### src/rtl/multicycle_control_unit_pkg.sv
// Shared types and encodings for the multicycle ARM-subset control unit:
// FSM states, op classes, ALU commands, condition codes and mux selects.
package mcu_ctrl_pkg;

  typedef enum logic [3:0] {
    FETCH  = 4'd0,
    DECODE = 4'd1,
    EXECR  = 4'd2,
    EXECI  = 4'd3,
    ALUWB  = 4'd4,
    MEMADR = 4'd5,
    MEMRD  = 4'd6,
    MEMWB  = 4'd7,
    MEMWR  = 4'd8,
    BRANCH = 4'd9
  } state_t;

  localparam logic [1:0] OP_DP  = 2'b00;
  localparam logic [1:0] OP_MEM = 2'b01;
  localparam logic [1:0] OP_BR  = 2'b10;
  localparam logic [1:0] OP_UND = 2'b11;

  localparam logic [3:0] CMD_SUB = 4'b0010;
  localparam logic [3:0] CMD_ADD = 4'b0100;
  localparam logic [3:0] CMD_TST = 4'b1000;
  localparam logic [3:0] CMD_TEQ = 4'b1001;
  localparam logic [3:0] CMD_CMP = 4'b1010;
  localparam logic [3:0] CMD_CMN = 4'b1011;

  localparam logic [3:0] COND_EQ = 4'b0000;
  localparam logic [3:0] COND_NE = 4'b0001;
  localparam logic [3:0] COND_CS = 4'b0010;
  localparam logic [3:0] COND_CC = 4'b0011;
  localparam logic [3:0] COND_MI = 4'b0100;
  localparam logic [3:0] COND_PL = 4'b0101;
  localparam logic [3:0] COND_VS = 4'b0110;
  localparam logic [3:0] COND_VC = 4'b0111;
  localparam logic [3:0] COND_HI = 4'b1000;
  localparam logic [3:0] COND_LS = 4'b1001;
  localparam logic [3:0] COND_GE = 4'b1010;
  localparam logic [3:0] COND_LT = 4'b1011;
  localparam logic [3:0] COND_GT = 4'b1100;
  localparam logic [3:0] COND_LE = 4'b1101;
  localparam logic [3:0] COND_AL = 4'b1110;

  localparam logic       ADR_PC     = 1'b0;
  localparam logic       ADR_ALUOUT = 1'b1;
  localparam logic [1:0] RES_ALUOUT = 2'b00;
  localparam logic [1:0] RES_RDATA  = 2'b01;
  localparam logic [1:0] RES_ALU    = 2'b10;
  localparam logic       SRCA_RN    = 1'b0;
  localparam logic       SRCA_PC    = 1'b1;
  localparam logic [1:0] SRCB_RM    = 2'b00;
  localparam logic [1:0] SRCB_IMM   = 2'b01;
  localparam logic [1:0] SRCB_FOUR  = 2'b10;

  // Compare-class commands only set flags and never write a register.
  function automatic logic is_compare(input logic [3:0] cmd);
    return (cmd[3:2] == 2'b10);
  endfunction

endpackage

### src/rtl/multicycle_control_unit_if.sv
// Instruction/flag inputs and datapath control outputs of the control unit.
interface multicycle_control_unit_if #(parameter int ALU_W = 4);
  logic [3:0]       cond;
  logic [1:0]       op;
  logic [5:0]       funct;
  logic [3:0]       alu_flags;
  logic             mem_ready;
  logic             pc_write;
  logic             adr_src;
  logic             mem_write;
  logic             ir_write;
  logic [1:0]       result_src;
  logic             alu_src_a;
  logic [1:0]       alu_src_b;
  logic [ALU_W-1:0] alu_control;
  logic [1:0]       imm_src;
  logic             reg_write;
  logic [1:0]       reg_src;
  logic             link_sel;
  logic [3:0]       flags_q;
  logic [3:0]       state_q;

  modport master (
    output cond, op, funct, alu_flags, mem_ready,
    input  pc_write, adr_src, mem_write, ir_write, result_src, alu_src_a, alu_src_b,
           alu_control, imm_src, reg_write, reg_src, link_sel, flags_q, state_q
  );

  modport slave (
    input  cond, op, funct, alu_flags, mem_ready,
    output pc_write, adr_src, mem_write, ir_write, result_src, alu_src_a, alu_src_b,
           alu_control, imm_src, reg_write, reg_src, link_sel, flags_q, state_q
  );
endinterface

### src/rtl/multicycle_control_unit_cond_eval.sv
// ARM condition-code evaluation against the NZCV flags; 1111 never passes.
module cond_eval_unit
  import mcu_ctrl_pkg::*;
(
  input  logic [3:0] i_cond,
  input  logic [3:0] i_flags,
  output logic       o_pass
);
  logic w_n, w_z, w_c, w_v;
  assign {w_n, w_z, w_c, w_v} = i_flags;

  // Condition decode table
  always_comb begin
    o_pass = 1'b0;
    case (i_cond)
      COND_EQ: o_pass = w_z;
      COND_NE: o_pass = ~w_z;
      COND_CS: o_pass = w_c;
      COND_CC: o_pass = ~w_c;
      COND_MI: o_pass = w_n;
      COND_PL: o_pass = ~w_n;
      COND_VS: o_pass = w_v;
      COND_VC: o_pass = ~w_v;
      COND_HI: o_pass = w_c & ~w_z;
      COND_LS: o_pass = ~w_c | w_z;
      COND_GE: o_pass = (w_n == w_v);
      COND_LT: o_pass = (w_n != w_v);
      COND_GT: o_pass = ~w_z & (w_n == w_v);
      COND_LE: o_pass = w_z | (w_n != w_v);
      COND_AL: o_pass = 1'b1;
      default: o_pass = 1'b0;
    endcase
  end
endmodule

### src/rtl/multicycle_control_unit.sv
// Multicycle Moore control unit: sequences fetch/decode/execute/memory/writeback
// and owns the NZCV register. Write enables are gated off while rst is low.
module multicycle_control_unit
  import mcu_ctrl_pkg::*;
#(
  parameter int ALU_W         = 4,
  parameter bit MEM_HANDSHAKE = 1'b1
) (
  input  logic                      clk,
  input  logic                      rst,
  multicycle_control_unit_if.slave  bus
);
  state_t     r_state;
  logic [3:0] r_flags;
  logic       w_pass;
  logic       w_ready;
  logic       w_pc_write, w_ir_write, w_mem_write, w_reg_write, w_link_sel;
  logic       w_adr_src, w_alu_src_a;
  logic [1:0] w_result_src, w_alu_src_b;
  logic [3:0] w_alu_cmd;

  assign w_ready = MEM_HANDSHAKE ? bus.mem_ready : 1'b1;

  cond_eval_unit u_cond (
    .i_cond  (bus.cond),
    .i_flags (r_flags),
    .o_pass  (w_pass)
  );

  // State sequencing and flag register
  always_ff @(posedge clk or negedge rst) begin
    if (!rst) begin
      r_state <= FETCH;
      r_flags <= 4'b0000;
    end else begin
      case (r_state)
        FETCH:  r_state <= w_ready ? DECODE : FETCH;
        DECODE: begin
          if (!w_pass) begin
            r_state <= FETCH;
          end else begin
            case (bus.op)
              OP_DP:   r_state <= bus.funct[5] ? EXECI : EXECR;
              OP_MEM:  r_state <= MEMADR;
              OP_BR:   r_state <= BRANCH;
              default: r_state <= FETCH;
            endcase
          end
        end
        EXECR, EXECI: begin
          if (bus.funct[0]) begin
            r_flags <= bus.alu_flags;
          end
          r_state <= is_compare(bus.funct[4:1]) ? FETCH : ALUWB;
        end
        ALUWB:  r_state <= FETCH;
        MEMADR: r_state <= bus.funct[0] ? MEMRD : MEMWR;
        MEMRD:  r_state <= w_ready ? MEMWB : MEMRD;
        MEMWB:  r_state <= FETCH;
        MEMWR:  r_state <= w_ready ? FETCH : MEMWR;
        BRANCH: r_state <= FETCH;
        default: r_state <= FETCH;
      endcase
    end
  end

  // Per-state datapath control decode
  always_comb begin
    w_pc_write   = 1'b0;
    w_ir_write   = 1'b0;
    w_mem_write  = 1'b0;
    w_reg_write  = 1'b0;
    w_link_sel   = 1'b0;
    w_adr_src    = ADR_PC;
    w_alu_src_a  = SRCA_RN;
    w_alu_src_b  = SRCB_RM;
    w_result_src = RES_ALUOUT;
    w_alu_cmd    = CMD_ADD;
    case (r_state)
      FETCH: begin
        w_alu_src_a  = SRCA_PC;
        w_alu_src_b  = SRCB_FOUR;
        w_result_src = RES_ALU;
        w_ir_write   = w_ready;
        w_pc_write   = w_ready;
      end
      DECODE: begin
        w_alu_src_a = SRCA_PC;
        w_alu_src_b = SRCB_FOUR;
      end
      EXECR: w_alu_cmd = bus.funct[4:1];
      EXECI: begin
        w_alu_cmd   = bus.funct[4:1];
        w_alu_src_b = SRCB_IMM;
      end
      ALUWB: w_reg_write = 1'b1;
      MEMADR: begin
        w_alu_src_b = SRCB_IMM;
        w_alu_cmd   = bus.funct[3] ? CMD_ADD : CMD_SUB;
      end
      MEMRD: w_adr_src = ADR_ALUOUT;
      MEMWB: begin
        w_result_src = RES_RDATA;
        w_reg_write  = 1'b1;
      end
      MEMWR: begin
        w_adr_src   = ADR_ALUOUT;
        w_mem_write = 1'b1;
      end
      BRANCH: begin
        // ALUOut still holds PC+4 from DECODE, which becomes the link value.
        w_alu_src_b  = SRCB_IMM;
        w_result_src = RES_ALU;
        w_pc_write   = 1'b1;
        w_reg_write  = bus.funct[4];
        w_link_sel   = bus.funct[4];
      end
      default: w_pc_write = 1'b0;
    endcase
  end

  assign bus.pc_write    = w_pc_write & rst;
  assign bus.ir_write    = w_ir_write & rst;
  assign bus.mem_write   = w_mem_write & rst;
  assign bus.reg_write   = w_reg_write & rst;
  assign bus.link_sel    = w_link_sel;
  assign bus.adr_src     = w_adr_src;
  assign bus.alu_src_a   = w_alu_src_a;
  assign bus.alu_src_b   = w_alu_src_b;
  assign bus.result_src  = w_result_src;
  assign bus.alu_control = ALU_W'(w_alu_cmd);
  assign bus.imm_src     = bus.op;
  assign bus.reg_src     = {(bus.op == OP_BR), (bus.op == OP_MEM)};
  assign bus.flags_q     = r_flags;
  assign bus.state_q     = r_state;
endmodule

### src/flat_wrapper.sv
// flat-port wrapper written by rule: the top's interface ports become plain ports
module multicycle_control_unit_flat import mcu_ctrl_pkg::*;
#(
  parameter int ALU_W         = 4,
  parameter bit MEM_HANDSHAKE = 1'b1
)
  (clk, rst, bus_cond, bus_op, bus_funct, bus_alu_flags, bus_mem_ready, bus_pc_write, bus_adr_src, bus_mem_write, bus_ir_write, bus_result_src, bus_alu_src_a, bus_alu_src_b, bus_alu_control, bus_imm_src, bus_reg_write, bus_reg_src, bus_link_sel, bus_flags_q, bus_state_q);
  multicycle_control_unit_if #(.ALU_W(ALU_W)) bus_i ();
  input  logic clk;
  input  logic rst;
  input wire logic [$bits(bus_i.cond)-1:0] bus_cond;
  input wire logic [$bits(bus_i.op)-1:0] bus_op;
  input wire logic [$bits(bus_i.funct)-1:0] bus_funct;
  input wire logic [$bits(bus_i.alu_flags)-1:0] bus_alu_flags;
  input wire logic [$bits(bus_i.mem_ready)-1:0] bus_mem_ready;
  output wire logic [$bits(bus_i.pc_write)-1:0] bus_pc_write;
  output wire logic [$bits(bus_i.adr_src)-1:0] bus_adr_src;
  output wire logic [$bits(bus_i.mem_write)-1:0] bus_mem_write;
  output wire logic [$bits(bus_i.ir_write)-1:0] bus_ir_write;
  output wire logic [$bits(bus_i.result_src)-1:0] bus_result_src;
  output wire logic [$bits(bus_i.alu_src_a)-1:0] bus_alu_src_a;
  output wire logic [$bits(bus_i.alu_src_b)-1:0] bus_alu_src_b;
  output wire logic [$bits(bus_i.alu_control)-1:0] bus_alu_control;
  output wire logic [$bits(bus_i.imm_src)-1:0] bus_imm_src;
  output wire logic [$bits(bus_i.reg_write)-1:0] bus_reg_write;
  output wire logic [$bits(bus_i.reg_src)-1:0] bus_reg_src;
  output wire logic [$bits(bus_i.link_sel)-1:0] bus_link_sel;
  output wire logic [$bits(bus_i.flags_q)-1:0] bus_flags_q;
  output wire logic [$bits(bus_i.state_q)-1:0] bus_state_q;
  assign bus_i.cond = bus_cond;
  assign bus_i.op = bus_op;
  assign bus_i.funct = bus_funct;
  assign bus_i.alu_flags = bus_alu_flags;
  assign bus_i.mem_ready = bus_mem_ready;
  assign bus_pc_write = bus_i.pc_write;
  assign bus_adr_src = bus_i.adr_src;
  assign bus_mem_write = bus_i.mem_write;
  assign bus_ir_write = bus_i.ir_write;
  assign bus_result_src = bus_i.result_src;
  assign bus_alu_src_a = bus_i.alu_src_a;
  assign bus_alu_src_b = bus_i.alu_src_b;
  assign bus_alu_control = bus_i.alu_control;
  assign bus_imm_src = bus_i.imm_src;
  assign bus_reg_write = bus_i.reg_write;
  assign bus_reg_src = bus_i.reg_src;
  assign bus_link_sel = bus_i.link_sel;
  assign bus_flags_q = bus_i.flags_q;
  assign bus_state_q = bus_i.state_q;
  multicycle_control_unit #(.ALU_W(ALU_W), .MEM_HANDSHAKE(MEM_HANDSHAKE)) u_core (.clk(clk), .rst(rst), .bus(bus_i));
endmodule
### config.mk
export PLATFORM = sky130hd
export DESIGN_NAME = multicycle_control_unit_flat
export DESIGN_NICKNAME = d
export VERILOG_FILES = /design/src/rtl/multicycle_control_unit_pkg.sv /design/src/rtl/multicycle_control_unit_if.sv /design/src/rtl/multicycle_control_unit_cond_eval.sv /design/src/rtl/multicycle_control_unit.sv /design/src/flat_wrapper.sv
export SDC_FILE = /design/constraint.sdc
export NUM_CORES = 1
export LEC_CHECK = 0
export CORE_MARGIN = 3
export CORE_UTILIZATION = 37
export CTS_BUF_LIST = sky130_fd_sc_hd__clkbuf_4 sky130_fd_sc_hd__clkbuf_8
export DETAILED_ROUTE_END_ITERATION = 8
export PLACE_DENSITY = 0.78
export SLEW_MARGIN = 0
export SYNTH_ARGS = -nofsm -noshare
export SYNTH_HDL_FRONTEND = slang
export SYNTH_SLANG_ARGS = --single-unit
### constraint.sdc
create_clock -name clk -period 1.5 [get_ports clk]
set_input_delay 0.45 -clock clk [delete_from_list [all_inputs] [get_ports clk]]
set_output_delay 0.45 -clock clk [all_outputs]
set_load 0.03 [all_outputs]
==> results of run 1 <==
-- kinds of logic after synthesis --
kind of cell	count (synthesis)	share of synthesized area [%]
DFF	8	21.8
and+or+nand+nor	55	32.4
AOI/OAI and AO/OA	22	17.7
xor gates and xnor gates	3	2.86
adders and majority gates	5	6.81
buffers and inverters	16	8.85
muxes	8	9.54
-- metrics by stage --
step / worst slack [ps] / utilization, % / hold WS [ps] / cells / TNS, ps
4_1_cts: -471 / 97.0 / 412 / 245 / -6920
3_3_place_gp: -833 / 74.8 / 569 / 213 / -9850
2_1_floorplan: -269 / - / 154 / 117 / -2450
3_5_place_dp: -908 / 74.8 / 570 / 213 / -10410
-- Yosys cell counts, drive strengths merged (2+ instances only) --
cell type | n | area (um2)
nor2b | 4 | 25.0
ha | 5 | 62.6
o21ai | 3 | 15.0
buf | 7 | 47.5
nand3 | 5 | 25.0
xnor2 | 2 | 17.5
nand2 | 9 | 33.8
dfrtp | 8 | 200
nor3 | 6 | 30.0
mux2i | 2 | 20.0
nor2 | 10 | 37.5
clkbuf | 5 | 18.8
inv | 4 | 15.0
mux2 | 6 | 67.6
and2 | 2 | 12.5
and3 | 5 | 31.3
nand2b | 6 | 37.5
a21oi | 7 | 35.0
-- what timing repair did --
item | 4_1_cts
hold buffers | 0
buffers inserted | 27
gates resized for setup | 98
pin swaps | 17
gates cloned | 1
setup endpoints to repair | 29
==> results, run 1 <==
- The I/O pin count is 46.
- Entering global routing, the biggest net connects 12 pins.
- The floorplan die width is 55.8 um.
- The net count after synthesis is 141.
- The initial core utilization is 40.4%.
- The congestion estimate from routability-driven global placement came to between 0.7 and 0.8.
- Once placement finished, the instance area stood at around 1700 um2.
- In this run the number of H-tree levels came out at 1.
- The first error in the log reads "[ERROR DPL-0038] Utilization greater than 100%, impossible to legalize".
- The sequential cell area fraction in the yosys report is between 20% and 30%.
- The total number of placement rows is 17.
- The root buffer selected by CTS is clkbuf_4.
- A synthesized cell averages approximately 8 um2.
- Progress stopped at global routing (5_1_grt).
- The global-route repair_timing pass left the worst setup endpoint at bus_reg_write.
- In this run, CTS created clock tree buffers numbering 3.
- The gate count after technology mapping is ~120.
- The number of register bits inferred by synthesis is 8.
- The yosys synthesis warning count is 0.
- The number of clock sinks is 8.
- Of all flip-flops after synthesis, the portion carrying an async set or reset was 100%.
- The longest clock path from root to sink contains 2 buffers.
- The count of different cell masters after synthesis is 43.
- The run stopped with a tool error.
- The area of the mapped netlist is just over 900 um2.
- The quantity of I/O buffers inserted on ports is 45.
- The floorplan step set the die height to 55.8 um.
- Summed over all nets, the half-perimeter wirelength after detailed placement is 2420 um.
- The number of flops mapped to enable cells by yosys is 0.
- After the last repair the worst path ends at a primary output.
- The most used flip-flop cell after synthesis is dfrtp_1.
==> run 2: changes to the inputs <==
--- a/config.mk
+++ b/config.mk
@@ -5,11 +5,10 @@
 export SDC_FILE = /design/constraint.sdc
 export NUM_CORES = 1
 export LEC_CHECK = 0
-export CORE_MARGIN = 3
-export CORE_UTILIZATION = 37
-export CTS_BUF_LIST = sky130_fd_sc_hd__clkbuf_4 sky130_fd_sc_hd__clkbuf_8
+export CORE_AREA = 3 3 64 66
 export DETAILED_ROUTE_END_ITERATION = 8
-export PLACE_DENSITY = 0.78
+export DIE_AREA = 0 0 67 69
+export PLACE_DENSITY_LB_ADDON = 0.15
 export SLEW_MARGIN = 0
 export SYNTH_ARGS = -nofsm -noshare
 export SYNTH_HDL_FRONTEND = slang
==> constraint.sdc (replaced) <==
create_clock -name clk -period 2 [get_ports clk]
set_input_delay 0.6 -clock clk [delete_from_list [all_inputs] [get_ports clk]]
set_output_delay 0.6 -clock clk [all_outputs]
set_load 0.03 [all_outputs]
==> results, run 2 <==
- The number of clock sinks is 8.
- Port buffering added 45 buffers.
- The max capacitance violation total is 0.
- 0 antenna diodes ended up in the layout.
- The first global-routing pass estimated roughly 5700 um of wire.
- Entering global routing, the biggest net connects 14 pins.
- The number of global-route vias before repair is 1239.
- The checks that failed: negative setup slack.
- Registers are responsible for between 10% and 20% of the overall power.
- Detailed placement finished with a half-perimeter wire length of between 2000 and 2500 um.
- In this run, distinct cell masters in the synthesized netlist total 43.
- The number of placed instances, taps included is around 230.
- The proportion of netlist area held by the largest area contributor is between 20% and 30%.
- Synthesis produced ~120 cells.
- The part of the cycle the worst path needs is 104%.
- The net count after synthesis is 141.
- The number of max-slew violations in the final report is 0.
- The die area is 4620 um2.
- The library cells used most frequently in the layout, excluding fill and tap cells, are buf_4, buf_6, dlygate4sd2_1, nand2_1, clkdlybuf4s50_1.
- The yosys synthesis warning count is 0.
- The critical path goes through buf_6 > nor2b_4 > buf_6 > nand3_2 > a21oi_2 > o21a_2 > buf_6.
- The synthesis-to-layout area growth is 108%.
- The sequential cell area in the final layout is 204 um2.
- The leading area contributor after synthesis is dfrtp_1.
- The net switching share of the total power is between 40% and 50%.
- The maximum ir drop on the vdd rail is around 0.4 mV.
- The total area of multi-input combinational cells is roughly 790 um2.
- The ratio of cells with drive above 1 in the final layout is approximately 55%.
- The vertical die dimension is around 69 um.
- The number of vias per cell after detailed routing is ~4.9.
- The core outline area is around 3600 um2.
- The clock-pin slew on the worst setup and hold paths is around 40 ps.
- The I/O pin count is 46.
- For the worst setup path, the data arrival time is 1480 ps.
- After the last flow step, the layout net total stands at 225.
- Of all flip-flops after synthesis, the portion carrying an async set or reset was 100%.
- The total number of H-tree levels is 1.
- The commonest non-fill, non-tap cell in the layout is buf_4.
- The routed design has approximately 3400 um of wire.
- The iteration-0 DRC count of the detailed router is 84.
- The clock latency of the later-clocked register in the worst-skew pair is 230 ps.
- STA classifies the critical path endpoint as a primary output.
- The total overflow left after global routing is 0.
- The sequential cell area fraction in the yosys report is 21.8%.
- In the global route stage, overall resource usage came out at between 15 and 20%.
- Setup violations remaining at the end of the flow were counted as 6.
- The number of buffers on the longest clock path is 2.
- The number of register bits inferred by synthesis is 8.
- Once the floorplan was initialized, standard cells occupied 25.3% of the core.
- The fmax is between 400 and 500 MHz.
- The commonest cells after synthesis are nor2_1, nand2_1, dfrtp_1, a21oi_1.
- The critical path in this run is classified as reg -> out.
- The actual slew at the worst max-slew pin is ~330 ps.
- The placer's final routability congestion estimate is between 0.7 and 0.8.
- Counting I/O delays and the setup requirement, the final critical path takes around 2100 ps.
- The number of remaining DRC errors is 0.
- In this run the power spent charging and discharging nets is 907 uW.
- The area of the mapped netlist is a little over 900 um2.
- The data required time at the worst endpoint is 1400 ps.
- The clock share of power is a little over 10%.
- In this design, the stage delay of the slowest critical-path cell is ~440 ps.
- In this run the static leakage power is 0.920 nW.
- The cell with the largest stage delay on the worst path is dfrtp_2.
- The die is between 60 and 70 um wide.
- The fraction of power consumed by combinational cells is 74.1%.
- The worst clock skew on the final layout is about 4.5 ps.
- In this run, synthesis inferred 0 flip-flops with an integrated enable.
- In the post-route analysis, the smallest setup slack over all paths is -83.4 ps.
- Cell internal power was estimated by the tool at ~1.1 mW.
- The total via count after detailed routing is 1209.
- The most common cell in the synthesized netlist is nor2_1.
- After detailed routing, the average wire length per cell comes to between 10 and 15 um.
- Timing analysis after detailed placement gives a worst setup slack of -563 ps.
- Across all hold checks on the routed design, the worst slack comes to about 600 ps.
- Once detail routing completed, the nets flagged for antenna violations numbered 0.
- TritonCTS created 3 clock buffers.
- The synthesized area per cell is approximately 8 um2.
- The total negative slack is -268 ps.
- After floorplanning, the core was divided into 22 placement rows.
- The flip-flop cell with the highest count after synthesis is dfrtp_1.
- The kind of path behind the tightest hold check is reg -> reg.
- The TritonCTS clock tree is done.
- By area the synthesized netlist is led by dfrtp_1, mux2_2, ha_1.
- STA classifies the critical path startpoint as a flop.
- For this run, the number of standard cells in the final layout without fillers is between 200 and 250.
- The first detailed-routing pass ran for 4 iterations.
- The fill cell total of the finished layout is 339.
- The power density normalized to cell area is 1040 nW/um2.
- In this run the clock root is driven by a clkbuf_8.
- The number of failing hold endpoints at the final stage is 0.
- The most numerous cell on the critical path is buf_6.
- The maximum fanout along the worst path is 4.
- The relative slew slack is between 70 and 80%.
- The run finished, with violations left.
- For this design, the CTS-stage hold fixing added 0 buffers.
- The initial antenna violation count is 0.
- Setup repair after global routing could not meet its margin everywhere.
==> run 2: cell counts after synthesis <==
No cell type changed its count.
==> run 2: final timing paths <==
check                                      start                    end  slack, ps  depth (start not counted)
setup reg to reg           u_core.bus.flags_q[3]  u_core.bus.state_q[2]        210                          6
setup / recovery           u_core.bus.state_q[2]          bus_reg_write        -80                          7
max in group asynchronous                    rst  u_core.bus.state_q[1]       1190                          3
hold / removal             u_core.bus.flags_q[1]  u_core.bus.flags_q[1]        600                          1
min in group asynchronous                    rst  u_core.bus.state_q[0]        680                          3
hold reg to reg            u_core.bus.flags_q[1]  u_core.bus.flags_q[1]        600                          1
==> run 2: layout make-up <==
type                    instances  share of cell area, %
clock buffers                   4                   2.36
inverters                       4                  0.786
multi-input cells              93                   41.2
flip-flops and latches          8                   10.7
well taps                      48                   3.15
repair buffers                 91                   41.9
==> run 2: per-layer routing <==
layer | vias up | share of wire, % | GRT usage (%)
met3 | 7 | 3.8 | 2.44
met1 | 592 | 40 | 18.4
met2 | 26 | 54 | 27.6
met4 | 0 | 1.9 | 6.53
li1 | 584 | - | -
met5 | - | 0 | 0
==> run 2: power groups by stage <==
stage | Sequential, mW | Clock (mW) | Combinational, mW
finish | 0.312 | 0.201 | 1.47
global route | 0.329 | 0.220 | 1.57
CTS | 0.311 | 0.210 | 1.40
detailed placement | 0.315 | 0 | 1.22
global placement | 0.318 | 0 | 1.21
floorplan | 0.408 | 0 | 0.611
==> run 2: cells by family after synthesis <==
kind of cell | share of synthesized area (%)
compound gates | 17.7
flops | 21.8
xor+xnor | 2.86
buf+inv | 8.85
fa+ha+maj | 6.81
simple gates | 32.4
mux | 9.54
==> run 2: through the flow <==
stage	instance area, um2	power (mW)	util (%)
2_1_floorplan	975	1.02	-
3_3_place_gp	1630	1.53	44.7
3_5_place_dp	1630	1.54	44.7
4_1_cts	1840	1.92	50.5
5_1_grt	1910	2.12	52.5
6_report	1910	1.98	52.5
==> run 2: what timing repair did <==
action / 4_1_cts / 5_1_grt
endpoints found under the setup margin: 22 / 20
setup buffers: 10 / 2
resized for setup: 56 / 23
pin swaps: 10 / 8
==> run 2: critical path: cells and delay by family (launching register included) <==
kind                   cells  cell delay, ps
AO/OA/AOI/OAI              2             270
buffers and inverters      3             360
flip-flops                 1             440
AND/OR/NAND/NOR            2             180
No activity file was read; power rests on OpenSTA's default activity.
==> run 3: changes to the inputs <==
--- a/config.mk
+++ b/config.mk
@@ -5,9 +5,11 @@
 export SDC_FILE = /design/constraint.sdc
 export NUM_CORES = 1
 export LEC_CHECK = 0
+export ABC_AREA = 1
 export CORE_AREA = 3 3 64 66
 export DETAILED_ROUTE_END_ITERATION = 8
 export DIE_AREA = 0 0 67 69
+export GPL_ROUTABILITY_DRIVEN = 1
 export PLACE_DENSITY_LB_ADDON = 0.15
 export SLEW_MARGIN = 0
 export SYNTH_ARGS = -nofsm -noshare
==> results, run 3 <==
- The actual slew at the worst max-slew pin is ~330 ps.
- The leading area contributor after synthesis is dfrtp_1.
- Summed over all layers, the global routing overflow is 0.
- The worst setup slack for register-to-register paths is around 420 ps.
- The initial core utilization is a little under a quarter.
- The maximum fanout along the worst path is 5.
- After detailed routing, the number of vias per cell comes to 4.21.
- The number of failing hold endpoints at the final stage is 0.
- The count of different cell masters after synthesis is 23.
- The half-perimeter wire length after detailed placement is approximately 2200 um.
- In this run the static leakage power is about 0.87 nW.
- The total via count after detailed routing is 1079.
- In this run the cell area of the synthesized design comes to between 800 and 900 um2.
- The core outline area is around 3600 um2.
- The placed instances occupy a cell area of roughly 1500 um2.
- The number of diodes is 0.
- Registers are responsible for ~17% of the overall power.
- From synthesis to final layout, the design area changed by 85.1%.
- The worst path setup slack after routing is -4.16 ps.
- Between clock sinks in the finished design, the worst skew comes to about 7 ps.
- Cell internal power was estimated by the tool at around 920 uW.
- The post-detailed-route count of antenna-violating nets is 0.
- Setup repair after global routing could not meet its margin everywhere.
- The data arrival time of the critical path is roughly 1400 ps.
- The routed design has around 2600 um of wire.
- The die is around 67 um wide.
- After detailed routing, the average wire length per cell comes to about 10 um.
- The number of max-slew violations in the final report is 0.
- The fmax is approximately 500 MHz.
- Hold repair after CTS inserted 0 buffers.
- Net switching is between 50 and 60% of the power.
- After synthesis, the largest area contributor takes up a little under a quarter of total cell area.
- The iteration-0 DRC count of the detailed router is 31.
- The clock latency of the later-clocked register in the worst-skew pair is around 230 ps.
- Across the VDD grid, the largest voltage drop is between 0.4 and 0.5 mV.
- The quantity of I/O buffers inserted on ports is 45.
- No sink is reached through more buffers than the 2 on the longest clock path.
- The kind of capture point of the worst setup path is a primary output.
- At the worst endpoint, the required time is between 1000 and 1500 ps.
- Summed over all failing endpoints, the final setup total negative slack is -6.32 ps.
- The longest individual stage delay on the worst path is 400 ps.
- Measured in cells, the most critical reg-to-reg path has a length of 8.
- The total iterations of the first detailed-routing run is 4.
- The number of nets at the end of the flow is about 230.
- Setup violations remaining at the end of the flow were counted as 2.
- At the end of the flow the core is filled with cells to approximately 44%.
- Sorting the synthesized cells by area gives the leading types as dfrtp_1, nand2_1, inv_1.
- Counting the buffers created by CTS gives 3.
- For this run, design rule violations remaining after detail routing come to 0.
- CTS built an H-tree with a depth of 1.
- From bottom edge to top edge, the die measures a little under 70 um.
- The placer's final routability congestion estimate is approximately 0.76.
- Grouping stages by cell kind, the critical path spends the most delay in flip-flops.
- The flip-flop cell with the highest count after synthesis is dfrtp_1.
- TritonCTS built the clock tree.
- The max capacitance violation total is 0.
- The die area is ~4600 um2.
- The I/O pin count is 46.
- The commonest cells after synthesis are nand2_1, inv_1, nor2_1, nand3_1, a21oi_1.
- For this run, the register share of the synthesized area comes to a little under a quarter.
- The flow ran to the end, but the final reports show violations.
- Counting both buffers and inverters, the worst setup path holds a total of 2.
- Counting every instance in the synthesized netlist gives between 100 and 150.
- The number of flops mapped to enable cells by yosys is 0.
- On the critical path, the stage with the largest delay is an instance of dfrtp_2.
- The final reports fail on negative setup slack.
- The worst setup path is launched from a flop.
- The total number of placement rows is 22.
- The cell sitting at the root of the clock tree is a clkbuf_8.
- In the post-synthesis netlist, the cell with the most instances is nand2_1.
- In the final layout, the share of cells above drive strength 1 is between 30% and 40%.
- The critical path class is reg -> out.
- Headroom to the max-slew limit came out at 77.9%.
- The first global-routing pass estimated ~4300 um of wire.
- Counting I/O delays and the setup requirement, the final critical path takes 2000 ps.
- Averaged over all synthesized cells, the footprint is 6.05 um2.
- The pin count of the biggest net entering global routing is 9.
- The share of async-settable or async-resettable flops after synthesis is 100%.
- Leaving out fill and tap cells, the most frequent cells in the layout are nand2_1, buf_4, inv_1, clkdlybuf4s50_1, nor2_1.
- Counting every sink on the clock net gives 8.
- After synthesis the netlist holds a flip-flop and latch count of 8.
- The power density normalized to cell area is between 1000 and 1500 nW/um2.
- The critical path depth is 5.
- Walking the worst path, the cells encountered are buf_6 > nor2_2 > nand2_2 > o21ai_1 > buf_4.
- The number of global-route vias before repair was approximately 1000.
- The analysis attributes to net switching a power of just under 1 mW.
- The share of total power dissipated in the clock network is roughly 10%.
- After routing the design area is 1600 um2.
- Clock-pin slew was measured on the worst setup and hold paths at approximately 40 ps.
- The final-layout worst hold slack is 438 ps.
- The commonest non-fill, non-tap cell in the layout is nand2_1.
- Synthesis produced a netlist with a net count of ~170.
- Combinational cells account for between 70% and 80% of the total power.
- Dividing the final minimum period by the clock period gives 100%.
- The initial antenna violation count is 0.
- The kind of path behind the tightest hold check is in -> async.
- The Yosys step of the flow raised 0 warnings.
- The total global-route track usage is ~11%.
[run 3: worst paths after layout]
kind	from	endpoint
worst min-delay path	rst	u_core.bus.state_q[0]
worst max-delay path	u_core.bus.state_q[3]	bus_alu_control[1]
worst min register to register	u_core.bus.flags_q[1]	u_core.bus.flags_q[1]
max in group asynchronous	rst	u_core.bus.state_q[1]
min in group clk	u_core.bus.flags_q[1]	u_core.bus.flags_q[1]
worst max register to register	u_core.bus.state_q[3]	u_core.bus.flags_q[2]
[run 3: cell families after synthesis]
| family | synth area share, % |
|---|---|
| flip-flops | 23.2 |
| multiplexers | 1.74 |
| buffers and inverters | 14.8 |
| AND/OR/NAND/NOR | 43.7 |
| AO/OA/AOI/OAI | 9.41 |
| adder cells (fa/ha/maj) | 7.24 |
[run 3: power groups by stage]
stage               logic (mW)  registers (mW)  clock network, mW
detailed placement        1.28           0.304                  0
global route              1.49           0.332              0.221
floorplan                0.678           0.432                  0
global placement          1.28           0.302                  0
CTS                       1.35           0.313              0.205
finish                    1.39           0.316              0.196
[run 3: timing repair]
action,4_1_cts,5_1_grt
pin swaps,6,5
gates resized for setup,19,15
buffers inserted,4,2
hold endpoints to repair,0,0
setup endpoints to repair,14,15
[run 3: worst register-to-register path, delay by kind of cell (launching register included)]
family | cells | cell delay, ps
buf+inv | 4 | 410
flops | 1 | 400
simple gates | 3 | 340
mux | 1 | 300
[run 3: metrics by stage]
step	worst slack, ps	instances	total power [mW]
after floorplan	18.1	143	1.11
after global placement	-165	247	1.58
after detailed placement	-170	247	1.59
after CTS	-12.6	254	1.87
after global routing	-98.5	256	2.05
final	-4.16	256	1.90
[run 3: routing by layer]
layer | vias to the layer above | GRT usage (%) | part of all wire, %
li1 | 572 | - | -
met1 | 478 | 13.2 | 40
met2 | 27 | 20.1 | 53
met3 | 2 | 2.12 | 6.5
met4 | 0 | 3.38 | 0.43
met5 | - | 0 | 0
[run 3: layout make-up]
| type | count | area, um2 |
|---|---|---|
| timing repair buffer | 64 | 567 |
| fill | 406 | 2030 |
| tap | 48 | 60.1 |
| multi-input combinational | 104 | 613 |
| inverter | 28 | 110 |
| clock buffer | 4 | 45.0 |
| sequential | 8 | 205 |
==> run 4: changes to the inputs <==
--- a/config.mk
+++ b/config.mk
@@ -6,12 +6,14 @@
 export NUM_CORES = 1
 export LEC_CHECK = 0
 export ABC_AREA = 1
-export CORE_AREA = 3 3 64 66
+export CELL_PAD_IN_SITES_DETAIL_PLACEMENT = 0
+export CELL_PAD_IN_SITES_GLOBAL_PLACEMENT = 2
+export CORE_MARGIN = 8
+export CORE_UTILIZATION = 18
 export DETAILED_ROUTE_END_ITERATION = 8
-export DIE_AREA = 0 0 67 69
 export GPL_ROUTABILITY_DRIVEN = 1
 export PLACE_DENSITY_LB_ADDON = 0.15
-export SLEW_MARGIN = 0
+export SLEW_MARGIN = 20
 export SYNTH_ARGS = -nofsm -noshare
 export SYNTH_HDL_FRONTEND = slang
 export SYNTH_SLANG_ARGS = --single-unit
==> results, run 4 (synthesis gave the netlist of run 3 again) <==
- The run finished with clean final reports.
- The final-layout worst hold slack is 450 ps.
- The repair_antennas step left the layout with diodes totalling 0.
- The vertical die dimension is around 85 um.
- The detail-routed net length per standard cell is between 10 and 15 um.
- Row generation in the floorplan step produced 25 rows.
- The iteration-0 DRC count of the detailed router is 52.
- The data required time at the worst endpoint is ~1400 ps.
- The maximum fanout along the worst path is 6.
- The leakage component of the power is ~0.85 nW.
- Before antenna repair, the detailed router went through 4 iterations.
- The root buffer selected by CTS is clkbuf_8.
- Grouping stages by cell kind, the critical path spends the most delay in flip-flops.
- The detailed-routing wirelength on met1 is 1450 um.
- The count of buffers added on input and output ports is 45.
- Leaving out fill and tap cells, the most frequent cells in the layout are nand2_1, buf_4, inv_1, nor2_1, clkdlybuf4s50_1.
- After clock tree synthesis, the flow added hold-fix buffers numbering 0.
- The congestion estimate from routability-driven global placement came to 0.781.
- The tool flagged a number of max-cap violations equal to 0.
- Setup repair after global routing could not meet its margin everywhere.
- In the final design database the tool counted between 200 and 250 nets.
- Counting both buffers and inverters, the worst setup path holds a total of 1.
- The library cell used most frequently in the layout, excluding fill and tap cells, is nand2_1.
- Once layout is complete, the utilization of the core stands at about a third.
- The worst setup slack for register-to-register paths is roughly 590 ps.
- The maximum ir drop on the vdd rail is 0.265 mV.
- The first global-routing pass estimated 4970 um of wire.
- The critical path class is reg -> out.
- The number of global-route vias before repair is a little over 1000.
- The depth of the worst register-to-register path is 6.
- In this run the power density over the cells is 1200 nW/um2.
- The detailed router placed 1085 vias in this run.
- The startpoint identified for the worst register-to-register timing path is u_core.bus.state_q[3].
- The core outline area is 4690 um2.
- The clock reaches the later pin of the worst-skew pair after 230 ps.
- STA classifies the critical path startpoint as a flop.
- The final setup violation count is 0.
- Of the total power, registers draw roughly 17%.
- The routed design has 3050 um of wire.
- The total number of H-tree levels is 1.
- The worst path setup slack after routing is approximately 36 ps.
- In the detailed route, the total length drawn on met3 is around 240 um.
- The internal power of the cells is 902 uW.
- Using the TritonRoute via totals, the vias-per-cell ratio works out to a little over 4.
- The initial antenna violation count is 0.
- Measured along the x axis, the die boundary spans between 80 and 90 um.
- The total global-route track usage is between 8 and 9%.
- In this design, the stage delay of the slowest critical-path cell is between 400 and 500 ps.
- Clock-pin slew was measured on the worst setup and hold paths at 40 ps.
- In this run the power spent charging and discharging nets is a little under 1 mW.
- The largest individual stage delay along the critical path comes from the cell dfrtp_2.
- The pin count of the biggest net entering global routing is 9.
- The number of remaining DRC errors is 0.
- The clock share of power is 11.2%.
- After legalization and detailed placement, the total HPWL measured 2590 um.
- The endpoint of the worst setup timing path is bus_reg_write.
- The worst clock skew on the final layout is roughly 0.96 ps.
- The critical path depth is 5.
- After detailed routing, no signal wire sits above met4.
- The post-layout total power is 1.89 mW.
- The net switching share of the total power is approximately 52%.
- The final critical path takes up approximately 98% of the cycle.
- The post-detailed-route count of antenna-violating nets is 0.
- At the pin with the least slew margin, the transition time is around 340 ps.
- The number of buffers created by CTS is 3.
- The I/O pin count is 46.
- The final critical path time including I/O delays and setup is 1960 ps.
- The leftover overflow at the end of global routing is 0.
- The launching element of the worst setup path is u_core.bus.state_q[1].
- The die covers 7280 um2.
- The path class of the tightest hold or removal check is in -> async.
- The fraction of power consumed by combinational cells is a little under three quarters.
- Data on the critical path arrives at its endpoint at approximately 1400 ps.
- The worst pin sits at a relative slew slack of 77.4%.
- The end of the worst register-to-register path is u_core.bus.flags_q[2].
- The routed design uses 1310 um of met2 wire.
- Before CTS, the worst setup slack after placement is -182 ps.
- For this configuration, the core starts out at a cell density of 18.4%.
- From synthesis to final layout, the design area changed by 82.8%.
- The number of failing hold endpoints at the final stage was 0.
- Of the cells placed in the final design, the portion with a size suffix greater than 1 is a little under a third.
- For this run, the top clock speed supported by timing is roughly 510 MHz.
- The critical path goes through nand2_1 > nor3_4 > a21oi_1 > a21oi_4 > buf_6.
- Counting along the longest clock path gives a buffer depth of 2.
- The number of max-slew violations in the final report is 0.
- The worst setup path is captured at a primary output.
- The TritonCTS clock tree is done.
- The number of clock sinks is 8.
run 4: cell types whose count changed in the layout (fill, tap and decap cells not counted), sizes merged:
| cell | delta |
|---|---|
| dlygate4sd2 | +2 |
| clkdlybuf4s50 | -1 |
| dlymetal6s2s | -1 |
| clkbuf | -1 |
run 4: final cells by class:
| class | count | area [um2] |
|---|---|---|
| timing repair buffer | 63 | 553 |
| multi-input combinational | 104 | 599 |
| fill | 511 | 3110 |
| inverter | 28 | 110 |
| tap | 54 | 67.6 |
| sequential | 8 | 205 |
| clock buffer | 4 | 45.0 |
run 4: worst min path at each step:
stage                                startpoint                     to  slack [ps]  cells after the start
after floorplan                             rst  u_core.bus.flags_q[0]         300                      0
after global placement    u_core.bus.flags_q[1]  u_core.bus.flags_q[1]         610                      2
after detailed placement  u_core.bus.flags_q[2]  u_core.bus.flags_q[2]         600                      1
after CTS                                   rst  u_core.bus.flags_q[0]         460                      2
after global routing                        rst  u_core.bus.flags_q[3]         460                      2
final                                       rst  u_core.bus.state_q[3]         450                      2
run 4: per-layer routing:
layer | GRT usage, % | vias up
met1 | 11.1 | 470
met4 | 3.34 | 0
met5 | 0 | -
met3 | 2.80 | 4
li1 | - | 578
met2 | 12.4 | 33
run 4: power by group through the flow:
stage	Sequential, mW	Combinational [mW]	Clock (mW)
after floorplan	0.432	0.678	0
after global placement	0.329	1.26	0
after detailed placement	0.324	1.26	0
after CTS	0.326	1.29	0.217
after global routing	0.331	1.48	0.233
final	0.319	1.36	0.212
run 4: timing repair:
item                                    CTS  global route
endpoints found under the setup margin   12            13
pin swaps                                 3             1
setup buffers                             1             6
gates resized for setup                  17             9
run 4: through the flow:
stage / area (um2) / std cells / setup TNS, ps
global route: 1580 / 261 / -157
finish: 1580 / 261 / 0
floorplan: 905 / 143 / 0
global placement: 1440 / 250 / -992
detailed placement: 1440 / 250 / -1040
CTS: 1510 / 255 / -19.6
